`config.mk`:
```
export PLATFORM = sky130hd
export DESIGN_NAME = ram_port_arbiter
export DESIGN_NICKNAME = d
export VERILOG_FILES = /design/src/rtl/ram_port_arbiter.sv
export SDC_FILE = /design/constraint.sdc
export NUM_CORES = 1
export LEC_CHECK = 0
export CAP_MARGIN = 20
export CORE_UTILIZATION = 34
export DETAILED_ROUTE_END_ITERATION = 10
export PLACE_DENSITY = 0.88
export SLEW_MARGIN = 20
export SYNTH_ARGS = -nofsm -noshare
export SYNTH_HDL_FRONTEND = slang
export SYNTH_SLANG_ARGS = --single-unit
```
`constraint.sdc`:
```
create_clock -name clock -period 1.9 [get_ports clock]
set_clock_uncertainty 0.2 [all_clocks]
set_input_delay 0.38 -clock clock [delete_from_list [all_inputs] [get_ports clock]]
set_output_delay 0.38 -clock clock [all_outputs]
set_load 0.02 [all_outputs]
```
`src/rtl/ram_port_arbiter.sv`:
```
// Shares one RAM (combinational read port, synchronous write port) between two
// requesters. Zero-fills the RAM after reset, then runs independent round-robin
// arbiters on the read and write ports and returns registered read data.
module ram_port_arbiter #(
   parameter int unsigned depth          = 16,
   parameter int unsigned addrbits       = 4,
   parameter int unsigned width          = 10,
   parameter bit          CLEAR_ON_RESET = 1'b1
) (
   input  logic                  clock,
   input  logic                  reset,
   input  logic [1:0]            req_valid,
   input  logic [1:0]            req_write,
   input  logic [2*addrbits-1:0] req_addr,
   input  logic [2*width-1:0]    req_wdata,
   output logic [1:0]            req_ready,
   output logic [1:0]            resp_valid,
   output logic [width-1:0]      resp_data,
   output logic                  init_done,
   output logic                  ram_ramin_en,
   output logic                  ram_ramin_mask,
   output logic [addrbits-1:0]   ram_ramin_addr,
   output logic [width-1:0]      ram_ramin_data,
   output logic                  ram_ramout_en,
   output logic [addrbits-1:0]   ram_ramout_addr,
   input  logic [width-1:0]      ram_ramout_data
);

   typedef enum logic [0:0] {StInit, StRun} state_e;

   localparam logic [addrbits:0] ClrLast = (addrbits + 1)'(depth - 1);

   state_e              state_q, state_d;
   logic [addrbits:0]   clr_cnt_q, clr_cnt_d;
   logic                wr_ptr_q, wr_ptr_d;
   logic                rd_ptr_q, rd_ptr_d;
   logic [1:0]          resp_valid_q;
   logic [width-1:0]    resp_data_q;
   logic                run;
   logic                clearing;
   logic [1:0]          wr_cand, rd_cand;
   logic [1:0]          wr_gnt, rd_gnt;

   // Two candidates: the pointer picks; otherwise the lone candidate (if any) wins.
   function automatic logic [1:0] rr_pick(input logic [1:0] cand, input logic ptr);
      if (cand == 2'b11) begin
         return ptr ? 2'b10 : 2'b01;
      end
      return cand;
   endfunction

   // Grants for both ports; nothing is granted while in reset or clearing.
   always_comb begin
      run      = reset && (state_q == StRun);
      clearing = reset && (state_q == StInit);
      wr_cand  = req_valid & req_write;
      rd_cand  = req_valid & ~req_write;
      wr_gnt   = run ? rr_pick(wr_cand, wr_ptr_q) : 2'b00;
      rd_gnt   = run ? rr_pick(rd_cand, rd_ptr_q) : 2'b00;
   end

   // RAM port and handshake outputs.
   always_comb begin
      req_ready       = wr_gnt | rd_gnt;
      ram_ramin_mask  = 1'b1;
      ram_ramin_en    = 1'b0;
      ram_ramin_addr  = '0;
      ram_ramin_data  = '0;
      ram_ramout_en   = 1'b0;
      ram_ramout_addr = '0;
      if (clearing) begin
         ram_ramin_en   = 1'b1;
         ram_ramin_addr = clr_cnt_q[addrbits-1:0];
      end else if (wr_gnt[0]) begin
         ram_ramin_en   = 1'b1;
         ram_ramin_addr = req_addr[0 +: addrbits];
         ram_ramin_data = req_wdata[0 +: width];
      end else if (wr_gnt[1]) begin
         ram_ramin_en   = 1'b1;
         ram_ramin_addr = req_addr[addrbits +: addrbits];
         ram_ramin_data = req_wdata[width +: width];
      end
      if (rd_gnt[0]) begin
         ram_ramout_en   = 1'b1;
         ram_ramout_addr = req_addr[0 +: addrbits];
      end else if (rd_gnt[1]) begin
         ram_ramout_en   = 1'b1;
         ram_ramout_addr = req_addr[addrbits +: addrbits];
      end
   end

   // Next-state: clear sequencing and round-robin pointer updates.
   always_comb begin
      state_d   = state_q;
      clr_cnt_d = clr_cnt_q;
      wr_ptr_d  = wr_ptr_q;
      rd_ptr_d  = rd_ptr_q;
      if (state_q == StInit) begin
         clr_cnt_d = clr_cnt_q + 1'b1;
         if (clr_cnt_q == ClrLast) begin
            state_d = StRun;
         end
      end
      // A grant to requester i hands priority to the other one.
      if (|wr_gnt) begin
         wr_ptr_d = wr_gnt[0];
      end
      if (|rd_gnt) begin
         rd_ptr_d = rd_gnt[0];
      end
   end

   // State registers with synchronous active-low reset.
   always_ff @(posedge clock) begin
      if (!reset) begin
         state_q   <= CLEAR_ON_RESET ? StInit : StRun;
         clr_cnt_q <= '0;
         wr_ptr_q  <= 1'b0;
         rd_ptr_q  <= 1'b0;
      end else begin
         state_q   <= state_d;
         clr_cnt_q <= clr_cnt_d;
         wr_ptr_q  <= wr_ptr_d;
         rd_ptr_q  <= rd_ptr_d;
      end
   end

   // Read response register: captures the RAM output on the grant edge.
   always_ff @(posedge clock) begin
      if (!reset) begin
         resp_valid_q <= 2'b00;
         resp_data_q  <= '0;
      end else begin
         resp_valid_q <= rd_gnt;
         if (|rd_gnt) begin
            resp_data_q <= ram_ramout_data;
         end
      end
   end

   assign resp_valid = resp_valid_q;
   assign resp_data  = resp_data_q;
   assign init_done  = run;

endmodule

```
==> results of run 1 <==
-- sequential cells by signal (all words and copies together) (netlist names) --
name and flops:
resp_data 10, wr_ptr_q 1, state_q 1, rd_ptr_q 1
resp_valid 2, clr_cnt_q 5
-- cells by family after synthesis --
group / synth area share [%]
AOI/OAI and AO/OA: 26.25
xor gates and xnor gates: 2.387
adders and majority gates: 2.272
buffers and inverters: 7.840
DFF: 36.36
muxes: 10.00
other: 0.3406
and+or+nand+nor: 14.55
-- worst max path at each step --
stage	to	slack, ns	cells past startpoint
finish	ram_ramin_addr[2]	-0.28	6
global placement	ram_ramin_addr[1]	-0.91	7
floorplan	ram_ramin_data[0]	0.07	4
detailed placement	ram_ramin_addr[2]	-0.97	7
global route	ram_ramin_addr[1]	-0.39	6
CTS	ram_ramin_addr[2]	-0.27	6
-- area by class of cell --
| type | instances | area, um2 | area share, % |
|---|---|---|---|
| Clock buffer | 4 | 36.28 | 1.589 |
| Inverter | 9 | 33.78 | 1.479 |
| Multi-Input combinational cell | 78 | 729.5 | 31.95 |
| Sequential cell | 20 | 402.9 | 17.64 |
| Tap cell | 44 | 55.05 | 2.411 |
| Timing Repair Buffer | 104 | 1026 | 44.93 |
-- power by group through the flow --
stage	logic (uW)	registers, uW	clock network (uW)
floorplan	38.7	439	0
global placement	156	441	0
detailed placement	160	441	0
CTS	172	431	257
global route	192	433	273
finish	184	432	247
-- cells in the final DEF (no fill, tap or decap), drive strengths merged --
cell	n
and3	1
clkinv	1
nor3	1
xnor2	1
xor2	2
dfxtp	20
a22o	14
nand2b	2
nor2	22
nand2	3
conb	1
a31oi	2
dlymetal6s2s	3
a311oi	3
ha	2
o21a	1
clkbuf	6
and2b	1
nand4b	1
buf	52
nor2b	1
a21oi	3
mux2i	11
a222oi	4
inv	8
clkdlybuf4s50	47
or2	2
-- through the flow --
step,area [um2],utilization [%],instances,hold slack [ns],power [uW]
floorplan,1101,-,113,0.2585,477.8
global placement,2019,66.15,247,0.2669,596.8
detailed placement,2019,66.15,247,0.2780,601.2
CTS,2216,72.58,256,0.3050,860.5
global route,2283,74.80,259,0.2331,898.3
finish,2283,74.80,259,0.2446,862.9
-- per-layer routing --
layer | vias up | track usage (%) | part of all wire, %
li1 | 608 | - | -
met1 | 605 | 24.66 | 38
met2 | 80 | 42.69 | 52
met3 | 8 | 6.154 | 8.5
met4 | 0 | 8.163 | 1.6
met5 | - | 0 | 0
-- worst max-delay path, cell delays in order (launching register included) --
cell and delay [ns]:
dfxtp_2 0.37, buf_6 0.11, a311oi_4 0.09, buf_6 0.15, a222oi_1 0.33, inv_1 0.10, buf_6 0.14
-- timing repair --
item,in CTS,in global routing
pin swaps,16,10
gates resized for setup,170,24
buffers inserted,5,4
cloned,0,0
endpoints found under the setup margin,34,25
==> flow_summary.toml, run 1 <==
[run_status]
outcome = "complete, but fails checks"
violations = "setup timing"

[final_layout]
nets = 262
syn_to_final_growth_pct = 107.4
diodes = 0
drive_gt1_share_pct = 39.53
fillers = 203

[global_routing]
grt_max_degree = 18
first_global_vias = 1295
grt.total_usage_pct = 22.95
overflow = 0
antenna_found_initial = 0
grt_first_pass_wirelength_um = 5982

[detailed_routing]
drc = 0
detail_route.wl_per_cell_um = 18.02
dr.pass1.iters = 5
drtIter0Drc = 87
vias = 1301
finalWirelength_um = 4666
ant_nets = 0
vias_per_cell = 5.023

[clocking]
cts_sinks = 20
cts.htree.levels = 1
cts_buffers = 3
cts_tree = "yes"
worstSkewPairLatency_ns = 0.30
cts_hold_buf = 0
clk_path_buf_depth = 2
path_clk_slew_ns = 0.11
cts_root_buf = "clkbuf_4"

[placed_design]
hpwl_um = 2721
gp_congestion = 0.8156
portBuffers = 78
post-place-ws_ns = -0.9657

[run]
drv_cap = 0

[logic_synthesis]
synthFlopType = "dfxtp_1"
synth_seq_cells = 20
yosysMostFrequentCell = "nor2_1"
syn_inst = 113
async_flop_share_pct = 0
synth_commonest_cells = "nor2_1 (22), dfxtp_1 (20), mux2i_1 (11)"
syn_nets = 159
avgSynthCellArea_um2 = 9.744
ys.warnings.count = 0
yosysTopAreaCellShare_pct = 36.36
ys_top_cells_by_area = "dfxtp_1 (36%), mux2i_1 (10%), a22o_2 (9.1%), nor2_1 (7.5%), a311oi_4 (4.8%)"
synth_seq_area_share_pct = 36.36
yosysUniqueCellTypes = 32
syn_area_um2 = 1101
synth_edf_count = 0
synth_top_area_cell = "dfxtp_1"

[timing]
grt_setup_unrepaired = "true"
finalCriticalPeriod_ns = 2.176
clock.fmax_ghz = 0.4595
layout_setup_ws_ns = -0.2764
fin_crit_sh_pct = 114.5
tns_ns = -4.445
slew_violations = 0
finalSetupViolCount = 20
hold_viol = 0

[hold_path]
hold_end = "rd_ptr_q"
hold_start = "reset"
holdCritPathClass = "primary input to register"
min_path_cells = 3

[floorplanning]
design.die.area_um2 = 3470
fp.dieW_um = 58.91
die_h_um = 58.91
rows = 20
ioPinCount = 80
coreArea_um2 = 3053
start_util_pct = 36.07

[worst_setup_path]
r2r-start = "state_q"
rr_endpoint = "rd_ptr_q"
startpoint = "wr_ptr_q"
rrSetupSlack_ns = 0.19
reg2reg_depth = 7
critPathKind = "register to output port"
arrival_ns = 1.60
end_kind = "output port"
crit_fanout = 6
required_ns = 1.32
critPathLaunchType = "register"

[power_and_ir_drop]
p_sw_uw = 212.6
p_clk_share_pct = 28.7
swShare_pct = 24.64
p_int_uw = 650.3
p_seq_share_pct = 50.0
power.density_nw_per_um2 = 377.9
share_comb_of_total_power_pct = 21.3
p_leak_uw = 0.001066
ir_drop_mv = 0.3433
No activity file was read; power rests on OpenSTA's default activity.
==> run 2, diff against run 1 <==
--- a/config.mk
+++ b/config.mk
@@ -9,6 +9,7 @@
 export CORE_UTILIZATION = 34
 export DETAILED_ROUTE_END_ITERATION = 10
 export PLACE_DENSITY = 0.88
+export SETUP_SLACK_MARGIN = 0.4
 export SLEW_MARGIN = 20
 export SYNTH_ARGS = -nofsm -noshare
 export SYNTH_HDL_FRONTEND = slang
==> run 2 against run 1 <==
  * The flow still finishes with violations (setup timing)
  * Global-route usage rose by 5.5 points
  * Core utilization rose by 8.1 points
  * Total power fell by 1.3%
  * Sequential power barely moved
  * Register-to-register slack got worse by 0.07 ns
  * Combinational power rose by 14%
  * Clock-buffer cell count fell by 1
  * First-iteration DRC count fell by 10%
  * Sequential cell count did not move
  * Clock power fell by 15%
  * Critical endpoint is now ram_ramin_addr[3]
==> flow_summary.toml, run 2 (synthesis results as in run 1) <==
[final_layout]
drive_gt1_share_pct = 52.16
layout_common_cells = "clkdlybuf4s50_1 (38), buf_6 (33), buf_4 (27)"
diodes = 0
nets = 280
finalCoreUtilization_pct = 82.87
largest_reg_flops = 10
syn_to_final_growth_pct = 129.8
layout_commonest_cell = "clkdlybuf4s50_1"
fillers = 167

[worst_setup_path]
cpPeakStageDelay_ns = 0.36
required_ns = 1.32
crit_fanout = 4
critPathLaunchType = "register"
arrival_ns = 1.78
path_buf_inv = 6
path_common_cell = "buf_4"
crit_family = "buffers and inverters"
rrSetupSlack_ns = 0.12
path_cells = "inv_2 > a311oi_4 > buf_4 > buf_12 > buf_4 > a222oi_1 > inv_1 > buf_6"
critPathKind = "register to output port"
crit_slowest_cell = "dfxtp_2"
end_kind = "output port"

[placed_design]
portBuffers = 78
hpwl_um = 2932
gp_congestion = 0.8588

[global_routing]
grt.busiest_layer = "met2"
grt_first_pass_wirelength_um = 7251
gr-usage-met3_pct = 6.154
grt_max_degree = 18
globalRouteMet1Util_pct = 29.54
antenna_found_initial = 0
use_met2_pct = 53.57
grt.total_usage_pct = 28.44
first_global_vias = 1486
overflow = 0

[timing]
slew_violations = 0
finalCriticalPeriod_ns = 2.365
clock.fmax_ghz = 0.4229
layout_setup_ws_ns = -0.4645
finalSetupViolCount = 21
fin_crit_sh_pct = 124.4
grt_setup_unrepaired = "true"
hold_viol = 0
tns_ns = -7.598

[detailed_routing]
drc = 0
ant_nets = 0
vias_per_cell = 5.341
detail_route.wl_per_cell_um = 19.24
dr.pass1.iters = 5
drtIter0Drc = 78
vias = 1474
finalWirelength_um = 5311

[floorplanning]
design.die.area_um2 = 3470
start_util_pct = 36.07
fp.dieW_um = 58.91
ioPinCount = 80
coreArea_um2 = 3053
die_h_um = 58.91
rows = 20

[clocking]
cts_hold_buf = 0
clk_path_buf_depth = 2
cts_root_buf = "clkbuf_4"
path_clk_slew_ns = 0.12
cts.htree.levels = 1
cts_buffers = 3
cts_tree = "yes"
cts_sinks = 20
worstSkewPairLatency_ns = 0.31

[run_status]
outcome = "complete, but fails checks"
violations = "setup timing"

[power_and_ir_drop]
ir_drop_mv = 0.3828
power.density_nw_per_um2 = 336.7
p_leak_uw = 0.001167

[run]
drv_cap = 0

[hold_path]
holdCritPathClass = "primary input to register"
## run 2: cell types whose count changed in the layout (fill, tap and decap cells not counted), sizes merged
cell / change
buf: +31
clkbuf: -2
clkdlybuf4s50: -9
dlymetal6s2s: -3
## run 2: what timing repair did
item,CTS,global route
setup buffers,16,6
pin swaps,15,7
cloned,3,0
setup endpoints to repair,49,40
gates resized for setup,221,21
## run 2: final timing paths
check | depth (start not counted) | end | startpoint
setup / recovery | 8 | ram_ramin_addr[3] | wr_ptr_q
hold / removal | 3 | rd_ptr_q | reset
setup reg to reg | 8 | rd_ptr_q | state_q
hold reg to reg | 2 | resp_data[0] | resp_data[0]
## run 2: layout make-up
type | instances | area (um2) | area share (%)
well taps | 44 | 55.05 | 2.176
flip-flops and latches | 20 | 404.1 | 15.97
multi-input cells | 78 | 803.3 | 31.75
inverters | 9 | 35.03 | 1.385
clock buffers | 3 | 22.52 | 0.8902
repair buffers | 122 | 1210 | 47.82
## run 2: report_power, final
group          internal (uW)  switching (uW)  leakage, uW
Clock                   74.2             135    0.0000138
Sequential               425            7.96     0.000163
Combinational            121            88.9     0.000990
Total                    620             232      0.00117
## run 2: per-stage QoR
stage	setup slack, ns	area, um2	hold slack, ns	instances	total power [uW]
floorplan	0.1421	1235	0.2585	113	482.4
global placement	-1.038	2185	0.2670	248	620.7
detailed placement	-1.091	2185	0.2797	248	626.2
CTS	-0.4029	2462	0.2439	270	834.1
global route	-0.5789	2530	0.2716	276	885.6
finish	-0.4645	2530	0.2730	276	851.9
## run 2: routing by layer
layer / vias to the layer above / routed length, um / part of all wire [%]
met5: - / 0 / 0
met4: 0 / 287 / 5.4
met3: 25 / 552 / 10
met2: 117 / 2705 / 51
met1: 684 / 1765 / 33
li1: 648 / - / -
## run 2: worst register-to-register path, delay by kind of cell (launching register included)
kind,cells,cell delay (ns)
AO/OA/AOI/OAI,2,0.31
AND/OR/NAND/NOR,2,0.27
buffers and inverters,4,0.53
flip-flops,1,0.39
==> run 3, diff against run 2 <==
--- a/config.mk
+++ b/config.mk
@@ -7,6 +7,7 @@
 export LEC_CHECK = 0
 export CAP_MARGIN = 20
 export CORE_UTILIZATION = 34
+export CTS_CLUSTER_SIZE = 30
 export DETAILED_ROUTE_END_ITERATION = 10
 export PLACE_DENSITY = 0.88
 export SETUP_SLACK_MARGIN = 0.4
==> results of run 3 <==
Same layout as run 2: the final DEF is identical, and so are final timing and power.
